--- config.mk ---
export PLATFORM = sky130hd
export DESIGN_NAME = fsqrt_iter_flat
export DESIGN_NICKNAME = d
export VERILOG_FILES = /design/src/rtl/fsqrt_iter_if.sv /design/src/rtl/fsqrt_iter.sv /design/src/flat_wrapper.sv
export SDC_FILE = /design/constraint.sdc
export NUM_CORES = 1
export LEC_CHECK = 0
export CAP_MARGIN = 20
export CELL_PAD_IN_SITES_DETAIL_PLACEMENT = 0
export CELL_PAD_IN_SITES_GLOBAL_PLACEMENT = 1
export CORE_MARGIN = 8
export CORE_UTILIZATION = 35
export DETAILED_ROUTE_END_ITERATION = 8
export PLACE_DENSITY = 0.68
export REMOVE_ABC_BUFFERS = 1
export SYNTH_ARGS = -nofsm -noshare
export SYNTH_HDL_FRONTEND = slang
export SYNTH_SLANG_ARGS = --single-unit
--- constraint.sdc ---
create_clock -name CLK -period 2.9 [get_ports CLK]
set_input_delay 0.435 -clock CLK [delete_from_list [all_inputs] [get_ports CLK]]
set_output_delay 0.435 -clock CLK [all_outputs]
set_load 0.01 [all_outputs]
--- src/rtl/fsqrt_iter_if.sv ---
// Operand/result handshake bundle for the iterative single-precision square-root unit.
interface fsqrt_iter_if;
  logic        in_valid;
  logic        in_ready;
  logic [31:0] x;
  logic        out_valid;
  logic        out_ready;
  logic [31:0] y;
  logic        invalid;
  logic        busy;

  modport master (
    output in_valid, x, out_ready,
    input  in_ready, out_valid, y, invalid, busy
  );

  modport slave (
    input  in_valid, x, out_ready,
    output in_ready, out_valid, y, invalid, busy
  );
endinterface

--- src/rtl/fsqrt_iter.sv ---
// Single-precision square root, round-to-nearest-even, restoring digit recurrence
// resolving ITER_BITS root bits per cycle; one operation in flight.
module fsqrt_iter #(
  parameter int ITER_BITS = 1
) (
  input  logic         CLK,
  input  logic         RST_N,
  fsqrt_iter_if.slave  bus
);

  if (!(ITER_BITS == 1 || ITER_BITS == 5)) begin : g_bad_iter_bits
    $error("fsqrt_iter: ITER_BITS must be 1 or 5");
  end

  localparam int          NSTEPS = 25 / ITER_BITS;
  localparam logic [4:0]  LAST   = 5'(NSTEPS - 1);

  typedef enum logic [1:0] {IDLE, ITER, ROUND, DONE} state_t;

  state_t      state, state_nx;
  logic [4:0]  cnt;
  logic [49:0] rad, rad_n;
  logic [27:0] rem, rem_n;
  logic [24:0] root, root_n;
  logic [7:0]  exp_r;
  logic        spec_r;
  logic [31:0] spec_y;
  logic        spec_inv;
  logic [31:0] y_r;
  logic        inv_r;

  logic        is_special;
  logic [8:0]  exp_sum;
  logic [23:0] mant_in;
  logic [27:0] rem_sh, trial;

  // Round-to-nearest-even of the 24-bit root (hidden one dropped) into {exp, frac}.
  function automatic logic [30:0] round_rne(input logic [7:0] e, input logic [23:0] q,
                                            input logic sticky);
    logic        inc;
    logic [23:0] mant;
    logic [7:0]  e_o;
    inc  = q[0] & (sticky | q[1]);
    mant = {1'b0, q[23:1]} + {23'd0, inc};
    e_o  = e + {7'd0, mant[23]};
    return {e_o, mant[22:0]};
  endfunction

  assign is_special = (bus.x[30:23] == 8'h00) || (bus.x[30:23] == 8'hFF) || bus.x[31];
  // floor((E-127)/2)+127 == (E+127)>>1; the dropped LSB is exactly "unbiased exponent odd".
  assign exp_sum    = {1'b0, bus.x[30:23]} + 9'd127;
  assign mant_in    = {1'b1, bus.x[22:0]};

  always_comb begin
    rem_n  = rem;
    root_n = root;
    rad_n  = rad;
    rem_sh = '0;
    trial  = '0;
    for (int i = 0; i < ITER_BITS; i++) begin
      rem_sh = {rem_n[25:0], rad_n[49:48]};
      trial  = {1'b0, root_n, 2'b01};
      if (rem_sh >= trial) begin
        rem_n  = rem_sh - trial;
        root_n = {root_n[23:0], 1'b1};
      end else begin
        rem_n  = rem_sh;
        root_n = {root_n[23:0], 1'b0};
      end
      rad_n = {rad_n[47:0], 2'b00};
    end
  end

  always_ff @(posedge CLK or negedge RST_N) begin
    if (!RST_N) state <= IDLE;
    else        state <= state_nx;
  end

  always_comb begin
    state_nx = state;
    case (state)
      IDLE:    if (bus.in_valid) state_nx = is_special ? ROUND : ITER;
      ITER:    if (cnt == LAST)  state_nx = ROUND;
      ROUND:   state_nx = DONE;
      DONE:    if (bus.out_ready) state_nx = IDLE;
      default: state_nx = IDLE;
    endcase
  end

  always_comb begin
    bus.in_ready  = (state == IDLE);
    bus.busy      = (state != IDLE);
    bus.out_valid = (state == DONE);
    bus.invalid   = (state == DONE) && inv_r;
    bus.y         = y_r;
  end

  always_ff @(posedge CLK or negedge RST_N) begin
    if (!RST_N) begin
      cnt      <= '0;
      rad      <= '0;
      rem      <= '0;
      root     <= '0;
      exp_r    <= '0;
      spec_r   <= 1'b0;
      spec_y   <= '0;
      spec_inv <= 1'b0;
      y_r      <= '0;
      inv_r    <= 1'b0;
    end else begin
      case (state)
        // capture: radicand alignment, result exponent and special-operand decode
        IDLE: if (bus.in_valid) begin
          cnt    <= '0;
          rem    <= '0;
          root   <= '0;
          exp_r  <= exp_sum[8:1];
          rad    <= exp_sum[0] ? {mant_in, 26'd0} : {1'b0, mant_in, 25'd0};
          spec_r <= is_special;
          if (bus.x[30:23] == 8'h00) begin
            spec_y   <= {bus.x[31], 31'd0};
            spec_inv <= 1'b0;
          end else if (bus.x[31] || (bus.x[22:0] != 23'd0)) begin
            spec_y   <= 32'h7FC00000;
            spec_inv <= 1'b1;
          end else begin
            spec_y   <= 32'h7F800000;
            spec_inv <= 1'b0;
          end
        end
        ITER: begin
          rad  <= rad_n;
          rem  <= rem_n;
          root <= root_n;
          cnt  <= cnt + 5'd1;
        end
        // round and register the result held through DONE
        ROUND: begin
          y_r   <= spec_r ? spec_y : {1'b0, round_rne(exp_r, root[23:0], rem != 28'd0)};
          inv_r <= spec_r && spec_inv;
        end
        default: ;
      endcase
    end
  end

endmodule
--- src/flat_wrapper.sv ---
// flat-port wrapper written by rule: the top's interface ports become plain ports
module fsqrt_iter_flat 
#(
  parameter int ITER_BITS = 1
)
  (CLK, RST_N, bus_in_valid, bus_x, bus_out_ready, bus_in_ready, bus_out_valid, bus_y, bus_invalid, bus_busy);
  fsqrt_iter_if bus_i ();
  input  logic CLK;
  input  logic RST_N;
  input wire logic [$bits(bus_i.in_valid)-1:0] bus_in_valid;
  input wire logic [$bits(bus_i.x)-1:0] bus_x;
  input wire logic [$bits(bus_i.out_ready)-1:0] bus_out_ready;
  output wire logic [$bits(bus_i.in_ready)-1:0] bus_in_ready;
  output wire logic [$bits(bus_i.out_valid)-1:0] bus_out_valid;
  output wire logic [$bits(bus_i.y)-1:0] bus_y;
  output wire logic [$bits(bus_i.invalid)-1:0] bus_invalid;
  output wire logic [$bits(bus_i.busy)-1:0] bus_busy;
  assign bus_i.in_valid = bus_in_valid;
  assign bus_i.x = bus_x;
  assign bus_i.out_ready = bus_out_ready;
  assign bus_in_ready = bus_i.in_ready;
  assign bus_out_valid = bus_i.out_valid;
  assign bus_y = bus_i.y;
  assign bus_invalid = bus_i.invalid;
  assign bus_busy = bus_i.busy;
  fsqrt_iter #(.ITER_BITS(ITER_BITS)) u_core (.CLK(CLK), .RST_N(RST_N), .bus(bus_i));
endmodule
==> flow_metrics.env, run 1 <==
export IMPL_worstPathArrival_ns=3.15
export IMPL_fp_dieArea_um2=27400
export IMPL_avgViaCountPerCell=5.32
export IMPL_layout_commonest_cell="dfrtp_1"
export IMPL_end_kind="flop"
export IMPL_area_delta_synth_final_pct=24.9
export IMPL_vias=6788
export IMPL_insertion_delay_ns=0.42
export IMPL_synth_edff_count=0
export IMPL_clock_path_buffers=2
export IMPL_p_total_mw=14.0
export IMPL_critPathLaunchType="flop"
export IMPL_gr_usage_all_layers_pct=16.8
export IMPL_synth_cells=885
export IMPL_maxCapViolations=0
export IMPL_crit_type="flop to flop"
export IMPL_worst_pin_slew_ns=0.849
export IMPL_p_clk_share_pct=15.6
export IMPL_ys_seq_elements=130
export IMPL_cts_sinks=130
export IMPL_fmax_mhz=356
export IMPL_layout_common_cells="130 x dfrtp_1, 95 x nand2_1, 71 x o21ai_0, 70 x clkdlybuf4s50_1, 68 x nor2_1"
export IMPL_final_nets=1058
export IMPL_reg2regPathDepth=10
export IMPL_power_static_leakage_nw=4.20
export IMPL_peakVddDrop_mv=0.578
export IMPL_root_buffer="clkbuf_16"
export IMPL_drt_wl_total_um=22000
export IMPL_cp_depth=10
export IMPL_powerDensity_nw_per_um2=1440
export IMPL_start_util_pct=35.7
export IMPL_core_area_um2=21900
export IMPL_grt_pass1_vias=6926
export IMPL_clk_pin_slew_worst_paths_ns=0.06
export IMPL_worst_r2r_setup_slack_ns=0.09
export IMPL_die_w_um=165
export IMPL_crit_fanout=5
export IMPL_cts_htree_levels=4
export IMPL_swShare_pct=46.5
export IMPL_async_flop_share_pct=100
export IMPL_dp_hpwl_um=16800
export IMPL_whs_ns=-0.0166
export IMPL_cp_cell_sequence="inv_1 > ha_4 > a31oi_1 > a31o_1 > a31o_1 > o31a_1 > or4_4 > a21oi_2 > mux2_1 > o211ai_1"
export IMPL_cp_slowest_stage_delay_ns=0.43
export IMPL_finalNonFillerCells=1276
export IMPL_setup_violations_final=0
export IMPL_fin_crit_ns=2.81
export IMPL_endpoint="u_core.rem[26]$_DFFE_PN0P_"
export IMPL_portBuffers=71
export IMPL_dp_cells=1244
export IMPL_synthFlopType="dfrtp_1"
export IMPL_switchingPower_mw=6.53
export IMPL_seq_area_frac_synth_pct=41.6
export IMPL_comb_power_share_pct=61.5
export IMPL_antenna_cells=0
export IMPL_ioPinCount=72
export IMPL_drive_gt1_share_pct=10.7
export IMPL_failed_checks="negative hold slack"
export IMPL_min_period_over_period_pct=96.8
export IMPL_antenna_left=0
export IMPL_drc=0
export IMPL_hold_path_class="input pin to asynchronous set/reset pin"
export IMPL_startpoint="u_core.root[6]$_DFFE_PN0P_"
export IMPL_avgRoutedWirePerCell_um=17.2
export IMPL_setup_tns_ns=0
export IMPL_avgSynthCellArea_um2=8.84
export IMPL_antenna_found_initial=0
export IMPL_synth_cell_type_count=65
export IMPL_rr_startpoint="u_core.root[6]$_DFFE_PN0P_"
export IMPL_cts_setup_buffers=0
export IMPL_status="finished, violations left"
export IMPL_seq_power_share_pct=22.9
export IMPL_cts_buffers=17
export IMPL_finalMaxSlewViolations=0
export IMPL_p_int_mw=7.52
export IMPL_grt_start_max_net_pins=63
export IMPL_skew_ns=0.00863
export IMPL_synthesis_area_um2=7820
export IMPL_first_pass_iters=5
export IMPL_crit_top_cell="a31o_1"
export IMPL_die_h_um=165
export IMPL_hold_viol=8
export IMPL_cts_tree="built"
export IMPL_synth_warnings=0
export IMPL_grt_pass1_wl_um=36500
export IMPL_row_count=54
export IMPL_cp_required_ns=3.24
export IMPL_grt_ovfl_total=0
export IMPL_cpMaxStageDelayCell="or4_4"
export IMPL_reg2reg_to="u_core.rem[26]$_DFFE_PN0P_"
export IMPL_gp_congestion=0.899
export IMPL_rsz0062_at_grt="yes"
export IMPL_cp_top_family="compound AO/OA/AOI/OAI gates"
export IMPL_relSlewSlack_pct=43.4
export IMPL_drt_initial_drc_count=375
export IMPL_cp_num_buf_inv=1
-- worst register-to-register path: stages (launching register included) --
cell      delay [ns]
dfrtp_1         0.41
inv_1           0.12
ha_4            0.31
a31oi_1         0.09
a31o_1          0.22
a31o_1          0.22
o31a_1          0.29
or4_4           0.43
a21oi_2         0.16
mux2_1          0.33
o211ai_1        0.15
-- timing repair --
action                                  in CTS  in global routing
hold buffers                                 0                  0
resized for setup                            0                  9
endpoints found under the setup margin       0                 15
-- power by group through the flow --
stage / clock network [mW] / logic [mW] / registers [mW]
floorplan: 0 / 5.55 / 3.15
global placement: 0 / 8.61 / 3.22
detailed placement: 0 / 8.58 / 3.22
CTS: 2.25 / 8.62 / 3.20
global route: 2.34 / 9.68 / 3.32
finish: 2.19 / 8.64 / 3.21
-- Yosys cell counts (3+ instances only) --
library cell  count  area (um^2)
nor4_1           17          106
ha_1             39          488
xor2_1           16          140
a32oi_1           6         52.6
a21o_1            6         45.0
a21oi_1          65          325
o2bb2ai_1        21          184
nor2_1           70          263
mux2i_1          27          270
nand4_1          14         87.6
a211oi_1          4         30.0
xnor2_1          42          368
buf_2             7         35.0
a31oi_1           4         25.0
nor3_1           15         75.1
nand2b_1          5         31.3
nand2_1          95          357
o22ai_1          24          150
a22oi_1           4         30.0
o21a_1            4         30.0
o21ai_0          72          360
and2_1            3         18.8
a22o_1            5         43.8
o21ai_1          21          105
and3_1            7         43.8
o211ai_1         12         90.1
nand3_1          14         70.1
o21bai_1          3         22.5
dfrtp_1         130         3250
inv_1            52          195
clkbuf_1         34          128
o221ai_1          4         35.0
-- layer usage --
| layer | GRT usage [%] | part of all wire, % | vias to the layer above |
|---|---|---|---|
| met2 | 27.1 | 47 | 134 |
| met4 | 5.52 | 1.7 | 0 |
| met5 | 0 | 0 | - |
| li1 | - | - | 3381 |
| met3 | 3.37 | 4.3 | 27 |
| met1 | 22.3 | 47 | 3246 |
-- layout make-up --
type	count	area [um^2]
Tap cell	280	350
Inverter	53	199
Fill cell	2150	12100
Sequential cell	130	3250
Multi-Input combinational cell	659	4260
Timing Repair Buffer	122	1110
Clock inverter	15	169
Clock buffer	17	425
-- metrics by stage --
| stage | hold slack (ns) | setup slack, ns | instance area (um^2) | utilization, % |
|---|---|---|---|---|
| after floorplan | 0.139 | -1.37 | 7650 | - |
| after global placement | 0.457 | 0.0827 | 9130 | 41.7 |
| after detailed placement | 0.470 | 0.0598 | 9130 | 41.7 |
| after CTS | 0.00574 | 0.0265 | 9720 | 44.4 |
| after global routing | 0.0254 | -0.0598 | 9770 | 44.6 |
| final | -0.0166 | 0.0931 | 9770 | 44.6 |
-- kinds of logic after synthesis --
logic type	after synthesis	synth area share [%]
muxes	30	3.89
xor gates and xnor gates	58	6.49
adders and majority gates	39	6.24
AOI/OAI and AO/OA	276	22.0
and+or+nand+nor	256	15.1
buffers and inverters	96	4.72
DFF	130	41.6
-- worst min path at each step --
stage | endpoint | slack [ns] | depth (start not counted)
after floorplan | u_core.bus.y[0]$_DFFE_PN0P_ | 0.14 | 0
final | u_core.bus.y[29]$_DFFE_PN0P_ | -0.02 | 1
after global routing | u_core.bus.y[28]$_DFFE_PN0P_ | 0.03 | 1
after detailed placement | u_core.bus.y[1]$_DFFE_PN0P_ | 0.47 | 1
after CTS | u_core.bus.y[28]$_DFFE_PN0P_ | 0.006 | 1
after global placement | u_core.rad[46]$_DFFE_PN0P_ | 0.46 | 2
-- flip-flops by register name, indices dropped and copies added, names as in the netlist --
| name | count |
|---|---|
| u_core.bus.y | 32 |
| u_core.cnt | 5 |
| u_core.rem | 28 |
| u_core.spec_y | 3 |
| u_core.root | 25 |
| u_core.rad | 25 |
| u_core.spec_r | 1 |
| u_core.inv_r | 1 |
| u_core.exp_r | 8 |
| u_core.state | 2 |
Note: power is estimated with default switching activity, not from simulation.
==> run 2, diff against run 1 <==
--- a/config.mk
+++ b/config.mk
@@ -11,7 +11,7 @@
 export CORE_MARGIN = 8
 export CORE_UTILIZATION = 35
 export DETAILED_ROUTE_END_ITERATION = 8
-export PLACE_DENSITY = 0.68
+export PLACE_DENSITY_LB_ADDON = 0.1
 export REMOVE_ABC_BUFFERS = 1
 export SYNTH_ARGS = -nofsm -noshare
 export SYNTH_HDL_FRONTEND = slang
==> run 2 against run 1 <==
  * The run still ends with negative hold slack left
  * Sequential power is essentially flat
  * Worst hold slack lost 0.017 ns
  * Non-clock buffer count grew 13
  * Via count shrank 0.78%
  * Cell count grew 1.0%
  * Routed wire length grew 1.3%
  * Critical path depth is the same
  * Clock-buffer cell count is the same
  * Die area is the same
  * Flip-flop and latch count is the same
  * Largest cell class unchanged
  * Largest power group unchanged
==> flow_metrics.env, run 2 (synthesis results as in run 1) <==
export IMPL_core_area_um2=21900
export IMPL_clock_path_buffers=2
export IMPL_powerDensity_nw_per_um2=1430
export IMPL_crit_fanout=6
export IMPL_gp_congestion=0.854
export IMPL_grt_pass1_vias=6716
export IMPL_rsz0062_at_grt="yes"
export IMPL_first_pass_iters=5
export IMPL_avgRoutedWirePerCell_um=17.3
export IMPL_end_kind="flop"
export IMPL_cts_tree="built"
export IMPL_power_static_leakage_nw=4.28
export IMPL_worst_pin_slew_ns=0.905
export IMPL_drt_initial_drc_count=443
export IMPL_startpoint="u_core.root[7]$_DFFE_PN0P_"
export IMPL_ioPinCount=72
export IMPL_cts_htree_levels=4
export IMPL_failed_checks="negative hold slack"
export IMPL_layout_commonest_cell="dfrtp_1"
export IMPL_clk_pin_slew_worst_paths_ns=0.07
export IMPL_cp_required_ns=3.24
export IMPL_hold_viol=9
export IMPL_drt_wl_total_um=22300
export IMPL_area_delta_synth_final_pct=27.4
export IMPL_finalCoreUtilization_pct=45.5
export IMPL_rr_startpoint="u_core.root[7]$_DFFE_PN0P_"
export IMPL_drc=0
export IMPL_min_period_over_period_pct=94.6
export IMPL_status="finished, violations left"
export IMPL_whs_ns=-0.0338
export IMPL_relSlewSlack_pct=39.7
export IMPL_finalMaxSlewViolations=0
export IMPL_grt_ovfl_total=0
export IMPL_gr_usage_all_layers_pct=17.1
export IMPL_vias=6735
export IMPL_root_buffer="clkbuf_16"
export IMPL_dp_cells=1254
export IMPL_dp_hpwl_um=16900
export IMPL_final_nets=1071
export IMPL_die_h_um=165
export IMPL_avgViaCountPerCell=5.22
export IMPL_die_w_um=165
export IMPL_fmax_mhz=365
export IMPL_cts_buffers=17
export IMPL_maxCapViolations=0
export IMPL_fin_crit_ns=2.74
export IMPL_cts_sinks=130
export IMPL_grt_pass1_wl_um=36900
export IMPL_layout_common_cells="130 x dfrtp_1, 95 x nand2_1, 71 x o21ai_0, 70 x clkdlybuf4s50_1, 68 x nor2_1"
export IMPL_finalNonFillerCells=1289
export IMPL_critPathLaunchType="flop"
export IMPL_setup_violations_final=0
export IMPL_antenna_left=0
export IMPL_grt_start_max_net_pins=63
export IMPL_row_count=54
export IMPL_start_util_pct=35.7
export IMPL_worstPathArrival_ns=3.09
export IMPL_largest_reg_flops=32
export IMPL_crit_type="flop to flop"
export IMPL_hold_path_class="input pin to asynchronous set/reset pin"
export IMPL_skew_ns=0.0127
export IMPL_antenna_found_initial=0
export IMPL_peakVddDrop_mv=0.554
export IMPL_insertion_delay_ns=0.43
export IMPL_antenna_cells=0
export IMPL_portBuffers=71
export IMPL_fp_dieArea_um2=27400
export IMPL_drive_gt1_share_pct=13.0
==> run 2: cell count changes in the layout (fill, tap and decap cells not counted), sizes merged <==
cell / before / now
buf: 52 / 65
clkinv: 4 / 7
inv: 60 / 58
bufinv: 2 / 1
==> run 2: final timing paths <==
path	to	slack [ns]	cells past startpoint
min in group CLK	u_core.rad[46]$_DFFE_PN0P_	0.48	2
setup reg to reg	u_core.rem[26]$_DFFE_PN0P_	0.16	10
setup / recovery	u_core.rem[26]$_DFFE_PN0P_	0.16	10
hold reg to reg	u_core.rad[46]$_DFFE_PN0P_	0.48	2
max in group asynchronous	u_core.root[24]$_DFFE_PN0P_	2.16	2
hold / removal	u_core.exp_r[7]$_DFFE_PN0P_	-0.03	1
==> run 2: repair_timing <==
action                                 in CTS  in global routing
hold buffers                                0                  0
setup endpoints to repair                   0                  9
setup buffers                               0                  3
endpoints found under the hold margin       0                  0
resized for setup                           0                 21
==> run 2: layer usage <==
layer	vias up	part of all wire, %	track usage, %
li1	3402	-	-
met1	3183	50	24.9
met2	131	44	25.4
met3	19	4.2	3.69
met4	0	1.0	3.90
met5	-	0	0
==> run 2: area by class of cell <==
type                       instances  area [um^2]
clock inverter                    15          151
sequential                       130         3250
tap                              280          350
clock buffer                      17          425
timing repair buffer             135         1240
multi-input combinational        659         4340
inverter                          53          199
fill                            2185        11900
==> run 2: per-stage QoR <==
stage	setup TNS [ns]	hold slack [ns]	instance area [um^2]	power [mW]	setup WS (ns)
2_1_floorplan	-84.77	0.139	7650	8.70	-1.37
3_3_place_gp	0	0.457	9240	12.0	0.130
3_5_place_dp	0	0.458	9240	12.0	0.0876
4_1_cts	0	0.00156	9820	14.2	0.0702
5_1_grt	-0.0354	0.00450	9960	15.6	-0.0284
6_report	0	-0.0338	9960	14.3	0.157
==> run 2: worst max-delay path, stage by stage (launching register included) <==
cell	delay, ns
dfrtp_1	0.36
inv_1	0.12
ha_2	0.42
nor2_1	0.06
a31o_1	0.17
a31o_1	0.22
o31a_1	0.27
or4_4	0.42
a21oi_2	0.15
mux2_1	0.33
o211ai_1	0.15
==> run 2: power breakdown <==
group	leakage, nW	internal [mW]	total (mW)	switching, mW
logic	2.30	3.89	8.96	5.07
clock network	0.279	1.21	2.12	0.918
registers	1.70	2.59	3.20	0.606
==> run 3, diff against run 2 <==
--- a/config.mk
+++ b/config.mk
@@ -5,11 +5,12 @@
 export SDC_FILE = /design/constraint.sdc
 export NUM_CORES = 1
 export LEC_CHECK = 0
+export ABC_CLOCK_PERIOD_IN_PS = 2900
 export CAP_MARGIN = 20
 export CELL_PAD_IN_SITES_DETAIL_PLACEMENT = 0
 export CELL_PAD_IN_SITES_GLOBAL_PLACEMENT = 1
-export CORE_MARGIN = 8
-export CORE_UTILIZATION = 35
+export CORE_MARGIN = 2
+export CORE_UTILIZATION = 45
 export DETAILED_ROUTE_END_ITERATION = 8
 export PLACE_DENSITY_LB_ADDON = 0.1
 export REMOVE_ABC_BUFFERS = 1
==> run 3 against run 2 <==
  * The flow now finishes without violations
  * Global-route usage grew 7.0 points
  * Maximum frequency shrank 1.5%
  * Highest routed layer unchanged
  * Worst hold slack gained 0.51 ns
==> flow_metrics.env, run 3 (synthesis results as in run 1) <==
export IMPL_drc=0
export IMPL_finalMaxSlewViolations=0
export IMPL_cp_num_buf_inv=2
export IMPL_avgViaCountPerCell=5.74
export IMPL_hold_path_class="input pin to asynchronous set/reset pin"
export IMPL_comb_power_share_pct=60.8
export IMPL_crit_type="flop to flop"
export IMPL_area_delta_synth_final_pct=25.0
export IMPL_layout_commonest_cell="dfrtp_1"
export IMPL_drt_initial_drc_count=554
export IMPL_status="complete, no violations"
export IMPL_p_int_mw=7.94
export IMPL_min_period_over_period_pct=96.0
export IMPL_powerDensity_nw_per_um2=1470
export IMPL_fp_dieArea_um2=18500
export IMPL_clock_path_buffers=2
export IMPL_clk_pin_slew_worst_paths_ns=0.06
export IMPL_worst_pin_slew_ns=0.909
export IMPL_antenna_found_initial=0
export IMPL_drive_gt1_share_pct=9.89
export IMPL_cts_sinks=130
export IMPL_relSlewSlack_pct=39.4
export IMPL_ioPinCount=72
export IMPL_die_h_um=136
export IMPL_row_count=48
export IMPL_crit_top_cell="nor2_1"
export IMPL_core_area_um2=17100
export IMPL_fmax_mhz=359
export IMPL_crit_fanout=4
export IMPL_portBuffers=71
export IMPL_dp_hpwl_um=15700
export IMPL_drt_wl_total_um=21200
export IMPL_swShare_pct=44.8
export IMPL_fillCellCount=1543
export IMPL_cp_cell_sequence="inv_1 > buf_4 > nor2_1 > ha_1 > nand3_1 > nor2_1 > nand4_1 > or4_1 > nor2_1 > xnor2_1 > o21ai_0 > mux2_2"
export IMPL_grt_start_max_net_pins=81
export IMPL_multi_input_area_um2=4270
export IMPL_rr_startpoint="u_core.root[0]$_DFFE_PN0P_"
export IMPL_switchingPower_mw=6.45
export IMPL_startpoint="u_core.root[0]$_DFFE_PN0P_"
export IMPL_root_buffer="clkbuf_16"
export IMPL_cts_tree="built"
export IMPL_p_clk_share_pct=16.8
export IMPL_vias=6974
export IMPL_cts_buffers=17
export IMPL_cp_required_ns=3.20
export IMPL_start_util_pct=45.7
export IMPL_final_cell_area_um2=9770
export IMPL_setup_violations_final=0
export IMPL_end_kind="flop"
export IMPL_hold_viol=0
export IMPL_peakVddDrop_mv=0.655
export IMPL_avgRoutedWirePerCell_um=17.4
export IMPL_critPathLaunchType="flop"
export IMPL_worstPathArrival_ns=3.08
export IMPL_p_total_mw=14.4
export IMPL_fin_crit_ns=2.78
export IMPL_layout_common_cells="130 x dfrtp_1, 95 x nand2_1, 71 x o21ai_0, 70 x clkdlybuf4s50_1, 69 x nor2_1"
export IMPL_rsz0062_at_grt="yes"
export IMPL_cts_htree_levels=4
export IMPL_final_nets=1053
export IMPL_insertion_delay_ns=0.42
export IMPL_cp_top_family="simple AND/OR/NAND/NOR gates"
export IMPL_cpMaxStageDelayCell="or4_1"
export IMPL_grt_ovfl_total=0
export IMPL_antenna_cells=0
export IMPL_gr_usage_all_layers_pct=24.1
export IMPL_first_pass_iters=5
export IMPL_antenna_left=0
export IMPL_die_w_um=136
export IMPL_largest_reg_flops=32
export IMPL_ff_latch_area_um2=3250
export IMPL_whs_ns=0.478
export IMPL_grt_pass1_wl_um=35000
export IMPL_dpl_cell_area_um2=9040
export IMPL_grt_pass1_vias=6621
export IMPL_seq_power_share_pct=22.4
export IMPL_cp_slowest_stage_delay_ns=0.54
export IMPL_maxCapViolations=0
export IMPL_power_static_leakage_nw=4.24
export IMPL_skew_ns=0.0104
export IMPL_gp_congestion=0.869
run 3: changes by cell type in the layout (fill, tap and decap cells not counted), moves of 4 or more:
cell       delta
buf_4        -18
ha_1          +6
bufinv_16     +4
clkbuf_8      +4
ha_4          -4
inv_6         -4
run 3: power groups by stage:
| stage | Clock (mW) | Sequential (mW) | Combinational (mW) |
|---|---|---|---|
| floorplan | 0 | 3.15 | 5.55 |
| global placement | 0 | 3.20 | 8.45 |
| detailed placement | 0 | 3.22 | 8.56 |
| CTS | 2.46 | 3.21 | 8.60 |
| global route | 2.53 | 3.32 | 9.66 |
| finish | 2.42 | 3.22 | 8.75 |
run 3: metal layers:
metal  up-vias  share of wire, %  GRT usage (%)
met4         0               1.9           7.70
li1       3369                 -              -
met3        30               6.2           4.36
met5         -                 0              0
met2       217                44           36.4
met1      3358                47           35.1
run 3: cell type report:
cell class | count | share of cell area, %
clock inverter | 8 | 1.77
timing repair buffer | 117 | 11.3
multi-input combinational | 659 | 43.7
clock buffer | 24 | 5.03
inverter | 53 | 2.04
sequential | 130 | 33.3
tap | 225 | 2.88
run 3: timing repair:
action                     in CTS  in global routing
hold buffers                    1                  0
hold endpoints to repair       26                  0
gates resized for setup         0                 11
setup endpoints to repair       0                  4
setup buffers                   0                  0
run 3: path summary, 6_finish.rpt:
check / end / slack (ns) / cells after the start
setup / recovery: u_core.bus.y[22]$_DFFE_PN0P_ / 0.12 / 12
hold / removal: u_core.bus.y[29]$_DFFE_PN0P_ / 0.48 / 2
setup reg to reg: u_core.bus.y[22]$_DFFE_PN0P_ / 0.12 / 12
hold reg to reg: u_core.rad[43]$_DFFE_PN0P_ / 0.48 / 2
max in group asynchronous: u_core.bus.y[15]$_DFFE_PN0P_ / 1.65 / 3
min in group CLK: u_core.rad[43]$_DFFE_PN0P_ / 0.48 / 2
run 3: through the flow:
step,utilization [%],setup WS [ns],std cells,setup TNS [ns]
2_1_floorplan,-,-1.37,842,-84.77
3_3_place_gp,52.8,0.153,1183,0
3_5_place_dp,52.8,0.0990,1183,0
4_1_cts,56.8,0.0757,1216,0
5_1_grt,57.1,-0.0340,1216,-0.0619
6_report,57.1,0.116,1216,0
